--- src/rtl/ps2_host_tx_if.sv ---
// Host-side signal bundle for the PS/2 command transmitter: request/status
// handshake plus the raw line levels and open-drain pull enables.
interface ps2_host_tx_if;
   logic [7:0] tx_data;
   logic       tx_start;
   logic       ps2_clk_in;
   logic       ps2_data_in;
   logic       ps2_clk_oe;
   logic       ps2_data_oe;
   logic       tx_busy;
   logic       tx_done;
   logic       tx_error;

   modport master (
      output tx_data, tx_start, ps2_clk_in, ps2_data_in,
      input  ps2_clk_oe, ps2_data_oe, tx_busy, tx_done, tx_error
   );

   modport slave (
      input  tx_data, tx_start, ps2_clk_in, ps2_data_in,
      output ps2_clk_oe, ps2_data_oe, tx_busy, tx_done, tx_error
   );
endinterface

--- src/rtl/ps2_host_tx.sv ---
// PS/2 host-to-device command sender: inhibits the bus, issues a request-to-send,
// shifts out data/parity/stop on device clock falls and checks the device ACK.
module ps2_host_tx #(
   parameter int INHIBIT_CYCLES = 2700,
   parameter int TIMEOUT_CYCLES = 405000
) (
   input logic          clock_27mhz,
   input logic          reset_n,
   ps2_host_tx_if.slave bus
);

   localparam int INH_W = $clog2(INHIBIT_CYCLES + 1);
   localparam int TO_W  = $clog2(TIMEOUT_CYCLES + 1);
   localparam logic [INH_W-1:0] INH_LAST = INH_W'(INHIBIT_CYCLES - 1);
   localparam logic [TO_W-1:0]  TO_LAST  = TO_W'(TIMEOUT_CYCLES - 1);

   typedef enum logic [2:0] {
      IDLE, INHIBIT, REQ, SHIFT, ACK, RELEASE
   } state_t;

   state_t           state_q, state_d;
   logic [1:0]       clk_sync_q, data_sync_q;
   logic             clk_prev_q;
   logic [7:0]       byte_q, byte_d;
   logic             parity_q, parity_d;
   logic [3:0]       bit_cnt_q, bit_cnt_d;
   logic [INH_W-1:0] inh_cnt_q, inh_cnt_d;
   logic [TO_W-1:0]  to_cnt_q, to_cnt_d;
   logic             drive_q, drive_d;
   logic             done_q, done_d;
   logic             error_q, error_d;
   logic             clk_oe, data_oe;
   logic             clk_s, data_s, fall, timed_out, frame_bit;

   assign clk_s     = clk_sync_q[1];
   assign data_s    = data_sync_q[1];
   assign fall      = clk_prev_q & ~clk_s;
   assign timed_out = (to_cnt_q == TO_LAST);

   // Bit order on the wire after the start bit: data LSB first, odd parity, stop.
   always_comb begin
      frame_bit = 1'b1;
      if (bit_cnt_q < 4'd8)
         frame_bit = byte_q[bit_cnt_q[2:0]];
      else if (bit_cnt_q == 4'd8)
         frame_bit = parity_q;
   end

   always_ff @(posedge clock_27mhz or negedge reset_n) begin
      if (!reset_n) begin
         state_q     <= IDLE;
         clk_sync_q  <= 2'b11;
         data_sync_q <= 2'b11;
         clk_prev_q  <= 1'b1;
         byte_q      <= '0;
         parity_q    <= 1'b0;
         bit_cnt_q   <= '0;
         inh_cnt_q   <= '0;
         to_cnt_q    <= '0;
         drive_q     <= 1'b0;
         done_q      <= 1'b0;
         error_q     <= 1'b0;
      end else begin
         state_q     <= state_d;
         clk_sync_q  <= {clk_sync_q[0], bus.ps2_clk_in};
         data_sync_q <= {data_sync_q[0], bus.ps2_data_in};
         clk_prev_q  <= clk_s;
         byte_q      <= byte_d;
         parity_q    <= parity_d;
         bit_cnt_q   <= bit_cnt_d;
         inh_cnt_q   <= inh_cnt_d;
         to_cnt_q    <= to_cnt_d;
         drive_q     <= drive_d;
         done_q      <= done_d;
         error_q     <= error_d;
      end
   end

   always_comb begin
      state_d   = state_q;
      byte_d    = byte_q;
      parity_d  = parity_q;
      bit_cnt_d = bit_cnt_q;
      inh_cnt_d = inh_cnt_q;
      to_cnt_d  = to_cnt_q;
      drive_d   = drive_q;
      done_d    = 1'b0;
      error_d   = 1'b0;
      clk_oe    = 1'b0;
      data_oe   = 1'b0;
      case (state_q)
         IDLE: begin
            if (bus.tx_start) begin
               byte_d    = bus.tx_data;
               parity_d  = ~^bus.tx_data;
               inh_cnt_d = '0;
               state_d   = INHIBIT;
            end
         end
         INHIBIT: begin
            clk_oe = 1'b1;
            if (inh_cnt_q == INH_LAST)
               state_d = REQ;
            else
               inh_cnt_d = inh_cnt_q + 1'b1;
         end
         REQ: begin
            clk_oe    = 1'b1;
            data_oe   = 1'b1;
            bit_cnt_d = '0;
            to_cnt_d  = '0;
            drive_d   = 1'b1;
            state_d   = SHIFT;
         end
         SHIFT: begin
            data_oe = drive_q;
            if (fall) begin
               to_cnt_d  = '0;
               drive_d   = ~frame_bit;
               bit_cnt_d = bit_cnt_q + 1'b1;
               if (bit_cnt_q == 4'd9)
                  state_d = ACK;
            end else if (timed_out) begin
               error_d = 1'b1;
               state_d = IDLE;
            end else begin
               to_cnt_d = to_cnt_q + 1'b1;
            end
         end
         ACK: begin
            if (fall) begin
               to_cnt_d = '0;
               if (!data_s) begin
                  state_d = RELEASE;
               end else begin
                  error_d = 1'b1;
                  state_d = IDLE;
               end
            end else if (timed_out) begin
               error_d = 1'b1;
               state_d = IDLE;
            end else begin
               to_cnt_d = to_cnt_q + 1'b1;
            end
         end
         RELEASE: begin
            // Device must let go of both lines before the bus is reused.
            if (clk_s && data_s) begin
               done_d  = 1'b1;
               state_d = IDLE;
            end else if (fall) begin
               to_cnt_d = '0;
            end else if (timed_out) begin
               error_d = 1'b1;
               state_d = IDLE;
            end else begin
               to_cnt_d = to_cnt_q + 1'b1;
            end
         end
         default: state_d = IDLE;
      endcase
   end

   assign bus.ps2_clk_oe  = clk_oe;
   assign bus.ps2_data_oe = data_oe;
   assign bus.tx_busy     = (state_q != IDLE);
   assign bus.tx_done     = done_q;
   assign bus.tx_error    = error_q;

endmodule

--- src/flat_wrapper.sv ---
// flat-port wrapper written by rule: the top's interface ports become plain ports
module ps2_host_tx_flat 
#(
   parameter int INHIBIT_CYCLES = 2700,
   parameter int TIMEOUT_CYCLES = 405000
)
  (clock_27mhz, reset_n, bus_tx_data, bus_tx_start, bus_ps2_clk_in, bus_ps2_data_in, bus_ps2_clk_oe, bus_ps2_data_oe, bus_tx_busy, bus_tx_done, bus_tx_error);
  ps2_host_tx_if bus_i ();
  input logic clock_27mhz;
  input logic reset_n;
  input wire logic [$bits(bus_i.tx_data)-1:0] bus_tx_data;
  input wire logic [$bits(bus_i.tx_start)-1:0] bus_tx_start;
  input wire logic [$bits(bus_i.ps2_clk_in)-1:0] bus_ps2_clk_in;
  input wire logic [$bits(bus_i.ps2_data_in)-1:0] bus_ps2_data_in;
  output wire logic [$bits(bus_i.ps2_clk_oe)-1:0] bus_ps2_clk_oe;
  output wire logic [$bits(bus_i.ps2_data_oe)-1:0] bus_ps2_data_oe;
  output wire logic [$bits(bus_i.tx_busy)-1:0] bus_tx_busy;
  output wire logic [$bits(bus_i.tx_done)-1:0] bus_tx_done;
  output wire logic [$bits(bus_i.tx_error)-1:0] bus_tx_error;
  assign bus_i.tx_data = bus_tx_data;
  assign bus_i.tx_start = bus_tx_start;
  assign bus_i.ps2_clk_in = bus_ps2_clk_in;
  assign bus_i.ps2_data_in = bus_ps2_data_in;
  assign bus_ps2_clk_oe = bus_i.ps2_clk_oe;
  assign bus_ps2_data_oe = bus_i.ps2_data_oe;
  assign bus_tx_busy = bus_i.tx_busy;
  assign bus_tx_done = bus_i.tx_done;
  assign bus_tx_error = bus_i.tx_error;
  ps2_host_tx #(.INHIBIT_CYCLES(INHIBIT_CYCLES), .TIMEOUT_CYCLES(TIMEOUT_CYCLES)) u_core (.clock_27mhz(clock_27mhz), .reset_n(reset_n), .bus(bus_i));
endmodule
--- config.mk ---
export PLATFORM = sky130hd
export DESIGN_NAME = ps2_host_tx_flat
export DESIGN_NICKNAME = d
export VERILOG_FILES = /design/src/rtl/ps2_host_tx_if.sv /design/src/rtl/ps2_host_tx.sv /design/src/flat_wrapper.sv
export SDC_FILE = /design/constraint.sdc
export NUM_CORES = 1
export LEC_CHECK = 0
export CORE_MARGIN = 3
export CORE_UTILIZATION = 59
export CTS_CLUSTER_DIAMETER = 80
export CTS_CLUSTER_SIZE = 10
export DETAILED_ROUTE_END_ITERATION = 12
export PLACE_DENSITY = 0.88
export REMOVE_ABC_BUFFERS = 1
export SLEW_MARGIN = 20
export SYNTH_ARGS = -nofsm -noshare
export SYNTH_HDL_FRONTEND = slang
export SYNTH_SLANG_ARGS = --single-unit
--- constraint.sdc ---
create_clock -name clock_27mhz -period 2.35 [get_ports clock_27mhz]
set_input_delay 0.3525 -clock clock_27mhz [delete_from_list [all_inputs] [get_ports clock_27mhz]]
set_output_delay 0.3525 -clock clock_27mhz [all_outputs]
set_load 0.01 [all_outputs]
Yosys cells after proc, flatten, opt, wreduce, memory -nomap -nowiden
Cells that the tools add are included.

cells by class
  bitwise logic cells = 3
  equality and inequality tests = 16
  add/sub/neg operators = 3
  magnitude comparators = 2
  reduce and logical (&&, ||, !) cells = 14
  mux-type cells = 35

operators with widths
  cell                     count
  $mux W19                 3
  $pmux W19 S3             1
  $mux W3                  9
  $mux W12                 2
  $pmux W12 S2             1
  $add A19 B1 Y19 const B  1
  $eq A19 B19 Y1 const B   1
  $pmux W3 S6              1
  $add A12 B1 Y12 const B  1
  $eq A12 B12 Y1 const B   1
  $mux W1                  12
  $eq A4 B4 Y1 const B     2
  $pmux W4 S2              1
  $reduce_xnor A8 Y1       1
  $eq A3 B2 Y1 const B     2
  $eq A3 B3 Y1 const B     2
  $ne A2 B2 Y1 const B     3
  $ne A3 B3 Y1 const B     2
  $reduce_and A2 Y1        3
  $reduce_bool A3 Y1       2
  $add A4 B1 Y4 const B    1
  $lt A3 B4 Y1 const B     1
  $lt A4 B4 Y1 const B     1
  $mux W4                  1
  13 further kinds         18

word-level totals
  flip-flop bits (word level) = 55
  bits of input ports = 13
  logic and storage cells = 85

Depth between registers and ports, before layout
Gate-level depths: netlist of the first run.

  word-level depth = 6
  mapped depth = 8
  gate-level depth less buffers = 7

Least setup slack after synthesis of the first run
OpenSTA, ideal clock, no wires.

  path kind = reg2reg
  from = register u_core.clk_sync_q[1]
  to = register u_core.to_cnt_q[7]
  data required time = 2.218 ns
  library setup time = 0.132 ns
  setup slack = 0.396 ns
  cell stages (with the launch flop) = 9
  arrival time = 1.822 ns
  path through = dfstp_2 -> nand2b_1 -> buf_6 -> nor2_1 -> nor2_1 -> clkbuf_1 -> a21boi_0 -> xnor2_1 -> nor2_1

on the way
  word-level cells in the longest chain between the ends = 5
  elaborated cells between the ends (all ways) = 8
  classes of those cells = eq/ne (1); mux (3); bitwise (2); reduce/logical (2)

ends and longest elaborated chain
  what                      RTL line            text
  start: declaration        ps2_host_tx.sv:22   logic [1:0] clk_sync_q, data_sync_q;
  start signal: assignment  ps2_host_tx.sv:65   clk_sync_q <= {clk_sync_q[0], bus.ps2_clk_in};
  $not A1 Y1                ps2_host_tx.sv:37   assign fall = clk_prev_q & ~clk_s;
  $and A1 B1 Y1             ps2_host_tx.sv:37
  $mux W19                  ps2_host_tx.sv:117  if (fall) begin
  $mux W19                  ps2_host_tx.sv:148  if (clk_s && data_s) begin
  $pmux W19 S3              ps2_host_tx.sv:91   case (state_q)
  end signal: assignment    ps2_host_tx.sv:72   to_cnt_q <= to_cnt_d;
  end: declaration          ps2_host_tx.sv:28   logic [TO_W-1:0] to_cnt_q, to_cnt_d;

Parallel ways exist; a longest one is shown, timed or not. The select of a mux whose other input is x is not followed.
A chain may end at the register's enable or synchronous reset.

Final worst setup path of the first run
  from = register u_core.state_q[1]
  to = register u_core.to_cnt_q[6]

on the way
  word-level cells in the longest chain between the ends = 4
  elaborated cells between the ends (all ways) = 9
  classes of those cells = eq/ne (5); mux (1); reduce/logical (3)

ends and longest elaborated chain
  what                                                 RTL line           text
  start: declaration                                   ps2_host_tx.sv:21  state_t state_q, state_d;
  start signal: assignment                             ps2_host_tx.sv:64  state_q <= state_d;
  $eq A3 B2 Y1 / $eq A3 B3 Y1 (equally long branches)  ps2_host_tx.sv:91
  $reduce_or A2 Y1 (no source line)                    --
  $reduce_bool A3 Y1 (no source line)                  --
  $reduce_and A2 Y1 (no source line)                   --

Parallel ways exist; a longest one is shown, timed or not.

==> out/metrics.cfg, run 1 <==
[route]
vias_per_cell = 5.86
drtIter0Drc = 200
drc = 0
drtAntennaViolNets = 0
post_drt_wl_per_cell_um = 15.0
finalWirelength_um = 5940
vias = 2316
dr.pass1.iters = 4

[global_route]
antenna_found_initial = 0
grt_overflow = 0
grt_max_degree = 21
grt_pass1_vias = 2279
grt_usage_pct = 22.0
grt_pass1_wl_um = 10800

[critical_path]
cp.arrival_ns = 2.43
end_kind = flop
cp.required_ns = 2.59
slowest_delay_ns = 0.53
cpMaxStageDelayCell = or4_1
timing_worst_setup_path_type = reg -> reg
critical_path.cell_chain = nand2b_4 -> o21ai_2 -> o41ai_4 -> and2_2 -> or4_1 -> a21oi_1
startpoint_type = flop
path_max_fanout = 10

[final_layout]
seqCellArea_um2 = 1380
syn_to_final_growth_pct = 13.8
drive_gt1_share_pct = 15.2
final_core_util_pct = 70.6
antenna_cells = 0
nFillCells = 365
fin_nets = 344
multi_input_area_um2 = 1510

[clock_tree]
cts-root-buf = clkbuf_8
cts_max_level = 2
cts_tree = built
cts_buffer_depth = 2
clock-sinks = 55
post_cts_buffers = 0
clkTransAtPathRegs_ns = 0.11
numCtsBuffers = 5
clk_latency_ns = 0.32

[logic_synthesis]
yosys_warnings = 0
synth-edff-count = 0
synth.avg_cell_area_um2 = 9.92
ys_types = 46
synthArstFlopShare_pct = 100
ys.flop_type = dfrtp_1
ys_seq_elements = 55
yosysSeqAreaShare_pct = 46.3
synthCells = 301
synth_area_um2 = 2990

[sta]
worst_pin_slew_ns = 0.476
period_minus_slack_ns = 2.19
max_freq_mhz = 457
rsz0062_at_grt = no
hold_viol_final = 0
setup-tns-final_ns = 0
fin_skew_ns = 0.0155
postLayoutSetupSlackWorst_ns = 0.161
relSlewSlack_pct = 68.2
hold_slack_ns = 0.362
slew_viol_final = 0
fin_crit_sh_pct = 93.1
timing.final.setup_violations = 0

[power_and_ir_drop]
leakage_nw = 1.38
p_total_mw = 2.54
power.density_nw_per_um2 = 747
vdd_drop_max_mv = 0.715

[min_path]
holdCritPathClass = reg -> reg

[die]
die_h_um = 77.2
fp.coreArea_um2 = 4820
start_util_pct = 62.0
die_area_um2 = 5950
die_width_um = 77.2
row_count = 25
ios = 18

[place]
io_buffers = 17
place_congestion = 0.931
dp_slack_ns = 0.0468
hpwlAfterDp_um = 4360

[run_status]
outcome = complete, no violations

[run]
maxCapViolCount = 0

power breakdown:
group	internal (mW)	total [mW]	switching, mW
combinational	0.325	0.613	0.287
clock	0.329	0.658	0.329
sequential	1.11	1.27	0.159
Yosys cell counts (all sizes together), types with 5 or more instances:
cell | number | area [um^2]
mux2 | 9 | 101
nand3 | 11 | 55.1
a2111oi | 6 | 90.1
a21oi | 11 | 55.1
xnor2 | 21 | 184
nor2 | 40 | 150
buf | 6 | 48.8
nand2b | 5 | 46.3
inv | 11 | 41.3
xor2 | 9 | 78.8
nor3 | 5 | 25.0
o21ai | 21 | 109
dfstp | 5 | 131
nand2 | 24 | 90.1
dfrtp | 50 | 1250
nand4 | 8 | 50.1
o31ai | 7 | 52.6
clkbuf | 5 | 18.8
through the flow:
step           area, um^2  instances
4_1_cts              3390        395
6_report             3400        395
5_1_grt              3400        395
2_1_floorplan        2920        290
3_3_place_gp         3260        386
3_5_place_dp         3260        386
worst max-delay path, delay by kind of cell (launching register included):
| kind | cells | cell delay (ns) |
|---|---|---|
| flip-flops | 1 | 0.50 |
| AND/OR/NAND/NOR | 3 | 1.05 |
| AO/OA/AOI/OAI | 3 | 0.57 |
cell type report:
type / count / area share [%]
Clock buffer: 5 / 2.02
Timing Repair Buffer: 30 / 7.80
Sequential cell: 55 / 40.7
Inverter: 11 / 1.21
Multi-Input combinational cell: 224 / 44.4
Clock inverter: 3 / 1.47
Tap cell: 67 / 2.47
cells in the final DEF, fill, tap and decap left out, types with 3 or more instances in the layout:
cell type	netlist	final
dfrtp_1	50	50
nor2_1	40	40
nand2_1	24	24
xnor2_1	21	21
o21ai_0	19	19
clkdlybuf4s50_1	0	16
buf_4	0	12
inv_1	11	11
a21oi_1	11	11
nand3_1	11	11
xor2_1	9	9
mux2_2	9	9
nand4_1	8	8
o31ai_1	7	7
a2111oi_2	6	6
nor3_1	5	5
clkbuf_8	0	5
dfstp_2	5	5
nor2b_1	4	4
and3_1	4	4
ha_1	4	4
nand2b_1	3	3
nor4_1	3	3
or3_1	3	3
a211oi_1	3	3
registers in the layout, summed over array words and instances (netlist names):
| name | count |
|---|---|
| u_core.parity_q | 1 |
| u_core.drive_q | 1 |
| u_core.bus.tx_done | 1 |
| u_core.bit_cnt_q | 4 |
| u_core.bus.tx_error | 1 |
| u_core.to_cnt_q | 19 |
| u_core.clk_prev_q | 1 |
| u_core.byte_q | 8 |
| u_core.data_sync_q | 2 |
| u_core.state_q | 3 |
| u_core.clk_sync_q | 2 |
| u_core.inh_cnt_q | 12 |
final timing paths:
| kind | to | start | slack [ns] | cells past startpoint |
|---|---|---|---|---|
| max | u_core.to_cnt_q[6] | u_core.state_q[1] | 0.16 | 6 |
| min | u_core.clk_sync_q[1] | u_core.clk_sync_q[0] | 0.36 | 0 |
| max reg2reg | u_core.to_cnt_q[6] | u_core.state_q[1] | 0.16 | 6 |
| min reg2reg | u_core.clk_sync_q[1] | u_core.clk_sync_q[0] | 0.36 | 0 |
| max in group asynchronous | u_core.data_sync_q[0] | reset_n | 1.19 | 3 |
| min in group asynchronous | u_core.drive_q | reset_n | 0.49 | 2 |
layer usage:
metal  wire [um]  track usage [%]
met5           0                0
met4          74             5.69
met3         295             3.76
met2        2780             32.9
met1        2790             33.3
cells by family (layout without fill, tap and decap cells):
kind of cell	after synthesis	after routing	share of synthesized area, %
adder cells (fa/ha/maj)	4	4	1.68
buffers and inverters	22	49	3.64
multiplexers	13	13	5.57
AO/OA/AOI/OAI	58	58	14.0
AND/OR/NAND/NOR	119	119	20.0
flip-flops	55	55	46.3
XOR/XNOR	30	30	8.80
repair_timing:
action | CTS | global route
hold buffers | 1 | 0
endpoints found under the setup margin | 0 | 10
endpoints found under the hold margin | 17 | 0
gates resized for setup | 0 | 2
Note: power is estimated with default switching activity, not from simulation.
==> inputs of run 2 (changes only) <==
- clock period: 2.35 -> 2.2 ns (I/O delays scaled with it)
==> out/metrics.cfg, run 2 (synthesis results as in run 1) <==
[final_layout]
mostFrequentLayoutCells = 48 x dfrtp_1, 39 x nor2_1, 24 x nand2_1  ; was 50 x dfrtp_1, 40 x nor2_1, 24 x nand2_1
syn_to_final_growth_pct = 13.0  ; was 13.8%
antenna_cells = 0  ; unchanged
final_common_cell = dfrtp_1  ; unchanged
regMostFlops = u_core.to_cnt_q  ; unchanged
stdcell_count = 395  ; unchanged
multi_input_area_um2 = 1500  ; was 1510 um^2
seqCellArea_um2 = 1390  ; was 1380 um^2
fin_nets = 344  ; unchanged
drive_gt1_share_pct = 16.2  ; was 15.2%
top_regs = u_core.to_cnt_q: 19 flops, u_core.inh_cnt_q: 12 flops, u_core.byte_q: 8 flops  ; unchanged
nFillCells = 372  ; was 365
largest_reg_flops = 19  ; unchanged

[power_and_ir_drop]
p_clk_share_pct = 22.3  ; was 25.9%
vdd_drop_max_mv = 0.541  ; was 0.715 mV
p_switching_mw = 0.810  ; was 0.776 mW
leakage_nw = 1.38  ; about the same
power.density_nw_per_um2 = 766  ; was 747 nW/um^2
swShare_pct = 31.3  ; was 30.5%
combPwrFrac_pct = 25.4  ; was 24.1%
p_int_mw = 1.78  ; was 1.76 mW
p_seq_share_pct = 52.3  ; was 50.0%
p_total_mw = 2.59  ; was 2.54 mW

[critical_path]
critical_path.cell_chain = buf_4 -> xnor2_1 -> nor2_1 -> clkdlybuf4s50_1  ; was nand2b_4 -> o21ai_2 -> o41ai_4 -> and2_2 -> or4_1 -> a21oi_1
path_depth = 4  ; was 6
cp.arrival_ns = 1.77  ; was 2.43 ns
startpoint_type = flop  ; unchanged
cp.buffers_inverters = 2  ; was 0
r2r_cells = 6  ; unchanged
timing_worst_setup_path_type = reg -> out  ; was reg -> reg
worstSetupEndpoint = bus_ps2_clk_oe  ; was u_core.to_cnt_q[6]
end_kind = output port  ; was flop
r2r-end = u_core.to_cnt_q[18]  ; was u_core.to_cnt_q[6]
crit_path_start = u_core.state_q[0]  ; was u_core.state_q[1]
cp.required_ns = 1.87  ; was 2.59 ns
cp_top_family = buffers and inverters  ; was simple AND/OR/NAND/NOR gates
slowest_delay_ns = 0.55  ; was 0.53 ns
cpMaxStageDelayCell = clkdlybuf4s50_1  ; was or4_1
path_max_fanout = 10  ; unchanged
r2r_slack_ns = 0.13  ; was 0.16 ns
r2r-start = u_core.to_cnt_q[11]  ; was u_core.state_q[1]

[place]
hpwlAfterDp_um = 4450  ; was 4360 um
dp_slack_ns = 0.133  ; was 0.0468 ns
dp.cells = 386  ; unchanged
io_buffers = 17  ; unchanged
place_congestion = 0.882  ; was 0.931

[clock_tree]
clock-sinks = 55  ; unchanged
numCtsBuffers = 5  ; unchanged
cts_max_level = 2  ; unchanged
clkTransAtPathRegs_ns = 0.10  ; was 0.11 ns
clk_latency_ns = 0.31  ; was 0.32 ns
cts_buffer_depth = 2  ; unchanged
postCtsHoldBufs = 0  ; was 1
cts_tree = built  ; unchanged
cts-root-buf = clkbuf_8  ; unchanged

[min_path]
holdCritPathClass = in -> async  ; was reg -> reg

[run_status]
outcome = finished, violations left  ; was complete, no violations
violations = negative hold slack

[sta]
postLayoutSetupSlackWorst_ns = 0.0954  ; was 0.161 ns
fin_skew_ns = 0.0108  ; was 0.0155 ns
period_minus_slack_ns = 2.10
worst_pin_slew_ns = 0.583  ; was 0.476 ns
hold_viol_final = 6  ; was 0
slew_viol_final = 0  ; unchanged
rsz0062_at_grt = no  ; unchanged
setup-tns-final_ns = 0  ; unchanged
relSlewSlack_pct = 60.7  ; was 68.2%
hold_slack_ns = -0.0163  ; was 0.362 ns
fin_crit_sh_pct = 95.7
timing.final.setup_violations = 0  ; unchanged
max_freq_mhz = 475

[global_route]
antenna_found_initial = 0  ; unchanged
grt_pass1_wl_um = 10900  ; was 10800 um
grt_pass1_vias = 2321  ; was 2279
grt_max_degree = 56  ; was 21
grt_usage_pct = 22.7  ; was 22.0%
grt_overflow = 0  ; unchanged

[route]
drtAntennaViolNets = 0  ; unchanged
drc = 0  ; unchanged
dr.pass1.iters = 4  ; unchanged
vias = 2322  ; was 2316
vias_per_cell = 5.88  ; was 5.86
finalWirelength_um = 6180  ; was 5940 um
drtIter0Drc = 210  ; was 200
post_drt_wl_per_cell_um = 15.6  ; was 15.0 um

[die]
start_util_pct = 62.0  ; unchanged
die_h_um = 77.2  ; unchanged
die_area_um2 = 5950  ; unchanged
fp.coreArea_um2 = 4820  ; unchanged
ios = 18  ; unchanged
die_width_um = 77.2  ; unchanged
row_count = 25  ; unchanged

[run]
maxCapViolCount = 0  ; unchanged

## run 2: what timing repair did
action	4_1_cts	5_1_grt
endpoints found under the setup margin	0	7
resized for setup	0	4
setup buffers	0	1
## run 2: final cells by class
type                            count  share of cell area, %
Inverter                           11                   1.22
Multi-Input combinational cell    224                   44.4
Timing Repair Buffer               30                   8.15
Clock buffer                        7                   2.56
Sequential cell                    55                   41.0
Tap cell                           67                   2.48
Clock inverter                      1                  0.148
## run 2: how the worst min path moves through the flow
stage / from / endpoint / slack, ns / depth (start not counted)
2_1_floorplan: reset_n / u_core.bit_cnt_q[0] / 0.03 / 0
5_1_grt: reset_n / u_core.inh_cnt_q[8] / 0.01 / 2
6_report: reset_n / u_core.inh_cnt_q[3] / -0.02 / 2
4_1_cts: reset_n / u_core.state_q[1] / 0.01 / 2
3_5_place_dp: reset_n / u_core.inh_cnt_q[8] / 0.35 / 2
3_3_place_gp: reset_n / u_core.inh_cnt_q[9] / 0.35 / 2
## run 2: per-stage QoR
| step | instance area (um^2) | utilization, % |
|---|---|---|
| floorplan | 2920 | - |
| global placement | 3270 | 67.9 |
| detailed placement | 3270 | 67.9 |
| CTS | 3360 | 69.8 |
| global route | 3380 | 70.1 |
| finish | 3380 | 70.1 |
## run 2: worst register-to-register path, delay by kind of cell, from the launching register on
kind / cells / cell delay, ns
simple gates: 4 / 0.85
flops: 1 / 0.47
xor+xnor: 1 / 0.18
compound gates: 1 / 0.45
## run 2: power by group through the flow
stage                     Sequential (mW)  Combinational (mW)  Clock [mW]
final                                1.35               0.656       0.578
after global routing                 1.38               0.726       0.631
after global placement               1.35               0.607           0
after detailed placement             1.37               0.655           0
after floorplan                      1.33               0.426           0
after CTS                            1.35               0.657       0.581
## run 2: routing by layer
layer	part of all wire (%)	track usage (%)	up-vias
met5	0	0	-
met4	1.6	6.41	0
met3	4.7	4.23	10
met2	48	36.0	78
met1	46	31.9	1123
li1	-	-	1111
